**src/rtl/ball_pkg.sv**
```systemverilog
// Shared constants, FSM state encoding and coordinate types for the ball centroid path.
package ball_pkg;

  localparam int MAX_BALLS  = 7;
  localparam int BALL_ID_W  = 3;
  localparam int H_WIDTH    = 11;
  localparam int V_WIDTH    = 10;
  localparam int CNT_WIDTH  = 20;
  localparam int SUM_WIDTH  = 32;
  localparam int MIN_PIXELS = 16;
  localparam int DIV_CYC_W  = $clog2(SUM_WIDTH + 1);

  typedef logic [H_WIDTH-1:0] coord_x_t;
  typedef logic [V_WIDTH-1:0] coord_y_t;

  typedef enum logic [1:0] {IDLE, LOAD, DIV, DONE} state_t;

  function automatic logic [BALL_ID_W-1:0] count_found(input logic [MAX_BALLS-1:0] found);
    logic [BALL_ID_W-1:0] total;
    total = '0;
    for (int b = 0; b < MAX_BALLS; b++)
      total = total + BALL_ID_W'(found[b]);
    return total;
  endfunction

endpackage

```
**src/rtl/centroid_divider.sv**
```systemverilog
// Unsigned restoring divider: start pulse loads operands, done pulses SUM_WIDTH cycles later.
module centroid_divider
  import ball_pkg::*;
(
  input  logic                 clk_in,
  input  logic                 rst_in,
  input  logic                 start,
  input  logic [SUM_WIDTH-1:0] dividend,
  input  logic [CNT_WIDTH-1:0] divisor,
  output logic [SUM_WIDTH-1:0] quotient,
  output logic                 done
);

  logic [CNT_WIDTH-1:0] rem_q, rem_src, rem_next, div_q, div_src, diff;
  logic [SUM_WIDTH-1:0] quo_q, quo_src, quo_next;
  logic [CNT_WIDTH:0]   shifted;
  logic [DIV_CYC_W-1:0] steps_left;
  logic                 zero_q;

  // The start cycle already performs the first step so the last step lands SUM_WIDTH cycles later.
  always_comb begin
    rem_src = start ? '0 : rem_q;
    quo_src = start ? dividend : quo_q;
    div_src = start ? divisor : div_q;
    shifted = {rem_src, quo_src[SUM_WIDTH-1]};
    diff    = shifted[CNT_WIDTH-1:0] - div_src;
    if (shifted >= {1'b0, div_src}) begin
      rem_next = diff;
      quo_next = {quo_src[SUM_WIDTH-2:0], 1'b1};
    end else begin
      rem_next = shifted[CNT_WIDTH-1:0];
      quo_next = {quo_src[SUM_WIDTH-2:0], 1'b0};
    end
  end

  always_ff @(posedge clk_in or posedge rst_in) begin
    if (rst_in) begin
      rem_q      <= '0;
      quo_q      <= '0;
      div_q      <= '0;
      zero_q     <= 1'b0;
      steps_left <= '0;
      done       <= 1'b0;
    end else begin
      done <= 1'b0;
      if (start) begin
        rem_q      <= rem_next;
        quo_q      <= quo_next;
        div_q      <= divisor;
        zero_q     <= (divisor == '0);
        steps_left <= DIV_CYC_W'(SUM_WIDTH - 1);
      end else if (steps_left != '0) begin
        rem_q      <= rem_next;
        quo_q      <= quo_next;
        steps_left <= steps_left - DIV_CYC_W'(1);
        done       <= (steps_left == DIV_CYC_W'(1));
      end
    end
  end

  assign quotient = zero_q ? '0 : quo_q;

endmodule

```
**src/rtl/ball_centroid_accumulator.sv**
```systemverilog
// Per-frame ball centroid extractor: accumulates labelled pixels, divides at frame end.
// Define CENTROID_HOLD_EN to keep a not-found ball's previous coordinates instead of zeroing them.
module ball_centroid_accumulator
  import ball_pkg::*;
(
  input  logic                              clk_in,
  input  logic                              rst_in,
  input  logic                              pixel_valid_in,
  input  logic [H_WIDTH-1:0]                hcount_in,
  input  logic [V_WIDTH-1:0]                vcount_in,
  input  logic [BALL_ID_W-1:0]              ball_id_in,
  input  logic                              frame_done_in,
  output logic [MAX_BALLS-1:0][H_WIDTH-1:0] real_balls_x,
  output logic [MAX_BALLS-1:0][V_WIDTH-1:0] real_balls_y,
  output logic [MAX_BALLS-1:0]              ball_found_out,
  output logic [BALL_ID_W-1:0]              num_found_out,
  output logic                              data_valid_out,
  output logic                              busy_out,
  output logic                              overrun_out
);

  logic [SUM_WIDTH-1:0] sum_x [MAX_BALLS], sum_y [MAX_BALLS];
  logic [SUM_WIDTH-1:0] sum_x_next [MAX_BALLS], sum_y_next [MAX_BALLS];
  logic [SUM_WIDTH-1:0] snap_sum_x [MAX_BALLS], snap_sum_y [MAX_BALLS];
  logic [CNT_WIDTH-1:0] cnt [MAX_BALLS], cnt_next [MAX_BALLS], snap_cnt [MAX_BALLS];
  coord_x_t             res_x [MAX_BALLS];
  coord_y_t             res_y [MAX_BALLS];

  state_t               state;
  logic [BALL_ID_W-1:0] ball_idx;
  logic                 axis;
  logic [DIV_CYC_W-1:0] div_cyc;
  logic [SUM_WIDTH-1:0] div_dividend, div_quotient;
  logic [CNT_WIDTH-1:0] div_divisor;
  logic                 div_start, div_done;
  logic [MAX_BALLS-1:0] found;

  always_comb begin
    for (int b = 0; b < MAX_BALLS; b++) begin
      sum_x_next[b] = sum_x[b];
      sum_y_next[b] = sum_y[b];
      cnt_next[b]   = cnt[b];
      if (pixel_valid_in && ball_id_in == BALL_ID_W'(b + 1)) begin
        sum_x_next[b] = sum_x[b] + SUM_WIDTH'(hcount_in);
        sum_y_next[b] = sum_y[b] + SUM_WIDTH'(vcount_in);
        if (cnt[b] != '1)
          cnt_next[b] = cnt[b] + CNT_WIDTH'(1);
      end
    end
  end

  // Live accumulators never stop; LOAD hands the finished frame to the snapshot and restarts.
  always_ff @(posedge clk_in or posedge rst_in) begin
    if (rst_in) begin
      for (int b = 0; b < MAX_BALLS; b++) begin
        sum_x[b] <= '0;  sum_y[b] <= '0;  cnt[b] <= '0;
        snap_sum_x[b] <= '0;  snap_sum_y[b] <= '0;  snap_cnt[b] <= '0;
      end
    end else begin
      for (int b = 0; b < MAX_BALLS; b++) begin
        if (state == LOAD) begin
          snap_sum_x[b] <= sum_x_next[b];
          snap_sum_y[b] <= sum_y_next[b];
          snap_cnt[b]   <= cnt_next[b];
          sum_x[b] <= '0;  sum_y[b] <= '0;  cnt[b] <= '0;
        end else begin
          sum_x[b] <= sum_x_next[b];
          sum_y[b] <= sum_y_next[b];
          cnt[b]   <= cnt_next[b];
        end
      end
    end
  end

  always_comb begin
    div_dividend = '0;
    div_divisor  = '0;
    for (int b = 0; b < MAX_BALLS; b++) begin
      found[b] = snap_cnt[b] >= CNT_WIDTH'(MIN_PIXELS);
      if (ball_idx == BALL_ID_W'(b)) begin
        div_dividend = axis ? snap_sum_y[b] : snap_sum_x[b];
        div_divisor  = snap_cnt[b];
      end
    end
  end

  assign div_start = (state == DIV) && (div_cyc == '0);
  assign busy_out  = (state != IDLE);

  centroid_divider u_divider (
    .clk_in   (clk_in),
    .rst_in   (rst_in),
    .start    (div_start),
    .dividend (div_dividend),
    .divisor  (div_divisor),
    .quotient (div_quotient),
    .done     (div_done)
  );

  // Every division takes a fixed SUM_WIDTH+1 slot so the frame latency never depends on the data.
  always_ff @(posedge clk_in or posedge rst_in) begin
    if (rst_in) begin
      state          <= IDLE;
      ball_idx       <= '0;
      axis           <= 1'b0;
      div_cyc        <= '0;
      data_valid_out <= 1'b0;
      overrun_out    <= 1'b0;
      ball_found_out <= '0;
      num_found_out  <= '0;
      real_balls_x   <= '0;
      real_balls_y   <= '0;
      for (int b = 0; b < MAX_BALLS; b++) begin
        res_x[b] <= '0;
        res_y[b] <= '0;
      end
    end else begin
      data_valid_out <= 1'b0;
      if (frame_done_in && state != IDLE)
        overrun_out <= 1'b1;
      unique case (state)
        IDLE: if (frame_done_in) state <= LOAD;
        LOAD: begin
          state    <= DIV;
          ball_idx <= '0;
          axis     <= 1'b0;
          div_cyc  <= '0;
        end
        DIV: begin
          for (int b = 0; b < MAX_BALLS; b++)
            if (div_done && ball_idx == BALL_ID_W'(b)) begin
              if (axis) res_y[b] <= coord_y_t'(div_quotient);
              else      res_x[b] <= coord_x_t'(div_quotient);
            end
          if (div_cyc == DIV_CYC_W'(SUM_WIDTH)) begin
            div_cyc <= '0;
            axis    <= ~axis;
            if (axis) begin
              if (ball_idx == BALL_ID_W'(MAX_BALLS - 1)) state <= DONE;
              else ball_idx <= ball_idx + BALL_ID_W'(1);
            end
          end else begin
            div_cyc <= div_cyc + DIV_CYC_W'(1);
          end
        end
        DONE: begin
          data_valid_out <= 1'b1;
          ball_found_out <= found;
          num_found_out  <= count_found(found);
          for (int b = 0; b < MAX_BALLS; b++) begin
`ifdef CENTROID_HOLD_EN
            if (found[b]) begin
              real_balls_x[b] <= res_x[b];
              real_balls_y[b] <= res_y[b];
            end
`else
            real_balls_x[b] <= found[b] ? res_x[b] : '0;
            real_balls_y[b] <= found[b] ? res_y[b] : '0;
`endif
          end
          state <= IDLE;
        end
        default: state <= IDLE;
      endcase
    end
  end

endmodule

```
**config.mk**
```make
export PLATFORM = sky130hd
export DESIGN_NAME = ball_centroid_accumulator
export DESIGN_NICKNAME = d
export VERILOG_FILES = /design/src/rtl/ball_pkg.sv /design/src/rtl/centroid_divider.sv /design/src/rtl/ball_centroid_accumulator.sv
export SDC_FILE = /design/constraint.sdc
export NUM_CORES = 2
export LEC_CHECK = 0
export CAP_MARGIN = 20
export CORE_MARGIN = 4
export CORE_UTILIZATION = 41
export CTS_BUF_LIST = sky130_fd_sc_hd__clkbuf_16
export CTS_CLUSTER_DIAMETER = 200
export DETAILED_ROUTE_END_ITERATION = 8
export PLACE_DENSITY = 0.7
export SETUP_SLACK_MARGIN = 0.4
export SLEW_MARGIN = 25
export SYNTH_ARGS = -nofsm -noshare
export SYNTH_HDL_FRONTEND = slang
export SYNTH_HIERARCHICAL = 1
export SYNTH_SLANG_ARGS = --single-unit
```
**constraint.sdc**
```tcl
create_clock -name clk_in -period 50.4 [get_ports clk_in]
set_input_delay 5.04 -clock clk_in [delete_from_list [all_inputs] [get_ports clk_in]]
set_output_delay 5.04 -clock clk_in [all_outputs]
set_load 0.01 [all_outputs]
```
==> flow_summary.toml <==
[run_status]
status = "finished, final reports clean"

[worst_setup_path]
worstRegToRegCells = 20
critPathMaxStageDelay_ns = 0.84
timing.critical_path.to_type = "async pin"
rrSetupSlack_ns = 43.10
path_buf_inv = 7
worstReg2RegStart = "axis"
crit_path_frequent_cell = "buf_6"
startpoint_types = "input port"
largest_fanout_on_the_critical_path = 103
cp_cell_sequence = "clkdlybuf4s50_1 -> inv_8 -> buf_6 -> buf_6 -> buf_6 -> buf_4 -> buf_4"
worst_ep_arrival_time_ns = 9.81
critical_path.reg2reg.endpoint = "u_divider/rem_q[18]"
critical-path-top-delay-family = "buffers and inverters"
critPathSlowestCell = "buf_4"
crit_path_start = "rst_in"
worstSetupEndpoint = "sum_x[187]"
timing_worst_setup_path_type = "input port to async pin"
critical_path_depth = 7
required_ns = 51.19

[power]
power.share.switching_pct = 31.5
seq_power_share_pct = 41.9
vdd_ir_drop_max_v = 0.0000370
p_int_mw = 2.30
power.switching_mw = 1.06
power_frac_comb_pct = 21.7
clock_power_share_pct = 36.5
cellPowerDensity_nw_per_um2 = 37.6
leak_nw = 38.9

[floorplanning]
core_region_area_um2 = 193000
standard_cell_rows = 161
die_area_um2 = 202000
die_w_um = 449
pin_count = 188
initial_utilization_pct = 41.4
fp.dieH_um = 449

[clock_tree]
cts_htree_levels = 4
postCtsResizedCells = 0
tritoncts = "built"
post-cts-setup-buffers = 0
cts-root-to-sink-buffers = 3
cts_num_sinks = 1574
numCtsBuffers = 167
cts_root_buffer = "clkbuf_16"
post_cts_hold_buffer_count = 0
clkSlewWorstSetupHoldPaths_ns = 0.06
clk-insertion-delay-late_ns = 0.83

[placed_design]
preCtsSetupSlack_ns = 39.54
gpl_congestion = 0.883
hpwl_mm = 150
input_output_buffers = 187

[detailed_routing]
totalWireLength_mm = 217
postRouteAntennaNets = 0
initialDrtViolationCount = 6355
route.vias.total = 63700
dr.pass1.iters = 6
post_drt_via_cell_ratio = 5.83
remaining_drc_errors = 0
route.detailed.wl_per_inst_um = 19.9

[layout]
syn_to_final_growth_pct = 12.2
multi_input_comb_area_um2 = 37600
drive_gt1_share_pct = 7.71
fillerInstances = 17700
design.final.nets = 8492
layout_common_cells = "dfrtp_1 (1573), nor2_1 (1193), a21oi_1 (782)"
mostFrequentLayoutCell = "dfrtp_1"
ff_latch_area_um2 = 39400

[sta]
final_max_slew_viol_count = 0
setup_violations = 0
hold_slack_ns = 0.481
grt_setup_unrepaired = "no"
max_clock_freq_ghz = 0.111
clock-skew-final_ns = 0.0396
post-route-min-period_ns = 9.02
fin_setup_tns_ns = 0
post-route-period-util_pct = 17.9
max-slew-margin-rel_pct = 23.3
finalHoldViolCount = 0
worst_slew_pin_slew_ns = 1.15
setup_slack_ns = 41.38

[yosys]
postSynthAreaPerCell_um2 = 9.62
post_synth_inst_count = 8301
mappedNetlistNets = 8535
mappedNetlistArea_um2 = 79800
synth.yosys.warnings = 6

[global_route]
grt_max_degree = 234
grt_pass1_vias = 60400
grtUsageTotal_pct = 20.9
number_of_antenna_violations_at_the_first_check_in_global_routing = 13
global_route.overflow_total = 0
grt_first_pass_wirelength_mm = 342

[job]
drv.max_cap_violation_count = 0

[min_path]
hp-class = "register to register"
[flip-flops by register name, indices dropped and copies added (netlist names), 2 cells and up]
register              flops
num_found_out             3
snap_cnt                140
sum_x                   224
real_balls_x             77
u_divider/rem_q          20
res_x                    77
u_divider/steps_left      6
snap_sum_y              224
u_divider/div_q          20
sum_y                   224
u_divider/quo_q          32
snap_sum_x              224
res_y                    70
cnt                     140
real_balls_y             70
ball_found_out            7
div_cyc                   6
ball_idx                  3
state                     2
[per-layer routing]
layer	wire length, um	up-vias	GRT usage [%]
li1	-	29500	-
met1	95400	31500	29.4
met2	98400	2220	32.4
met3	15000	415	3.41
met4	8160	2	7.97
met5	19	-	0
[power by group through the flow]
stage	logic, mW	clock network (mW)	registers [mW]
floorplan	0.539	0	1.42
global placement	0.680	0	1.42
detailed placement	0.706	0	1.43
CTS	0.713	1.25	1.41
global route	0.810	1.30	1.42
finish	0.730	1.23	1.41
[cell type report]
| class | count | share of cell area (%) |
|---|---|---|
| sequential | 1574 | 44.0 |
| inverter | 287 | 1.22 |
| clock buffer | 170 | 4.75 |
| clock inverter | 136 | 1.36 |
| timing repair buffer | 293 | 3.13 |
| tap | 2526 | 3.53 |
| antenna | 5 | 0.0140 |
| multi-input combinational | 5935 | 42.0 |
[worst min-delay path by stage]
stage	startpoint	to	slack [ns]	cells past startpoint
CTS	snap_sum_x[202]	snap_sum_x[202]	0.48	2
global route	snap_sum_x[202]	snap_sum_x[202]	0.51	2
global placement	snap_sum_x[202]	snap_sum_x[202]	0.47	2
floorplan	snap_sum_x[202]	snap_sum_x[202]	0.45	2
detailed placement	snap_sum_x[202]	snap_sum_x[202]	0.47	2
finish	snap_sum_x[202]	snap_sum_x[202]	0.48	2
[worst min-delay path, delay by kind of cell, from the launching register on]
kind	cells	cell delay, ns
AOI/OAI and AO/OA	1	0.05
and+or+nand+nor	1	0.05
DFF	1	0.34
[per-stage QoR]
stage,instances,cell area (um2),power [mW],utilization (%)
after floorplan,8301,79800,1.96,-
after global placement,10600,83900,2.10,43.5
after detailed placement,10600,83900,2.13,43.5
after CTS,10900,89400,3.37,46.3
after global routing,10900,89600,3.53,46.4
final,10900,89600,3.36,46.4
(Power assumes the default switching activity.)
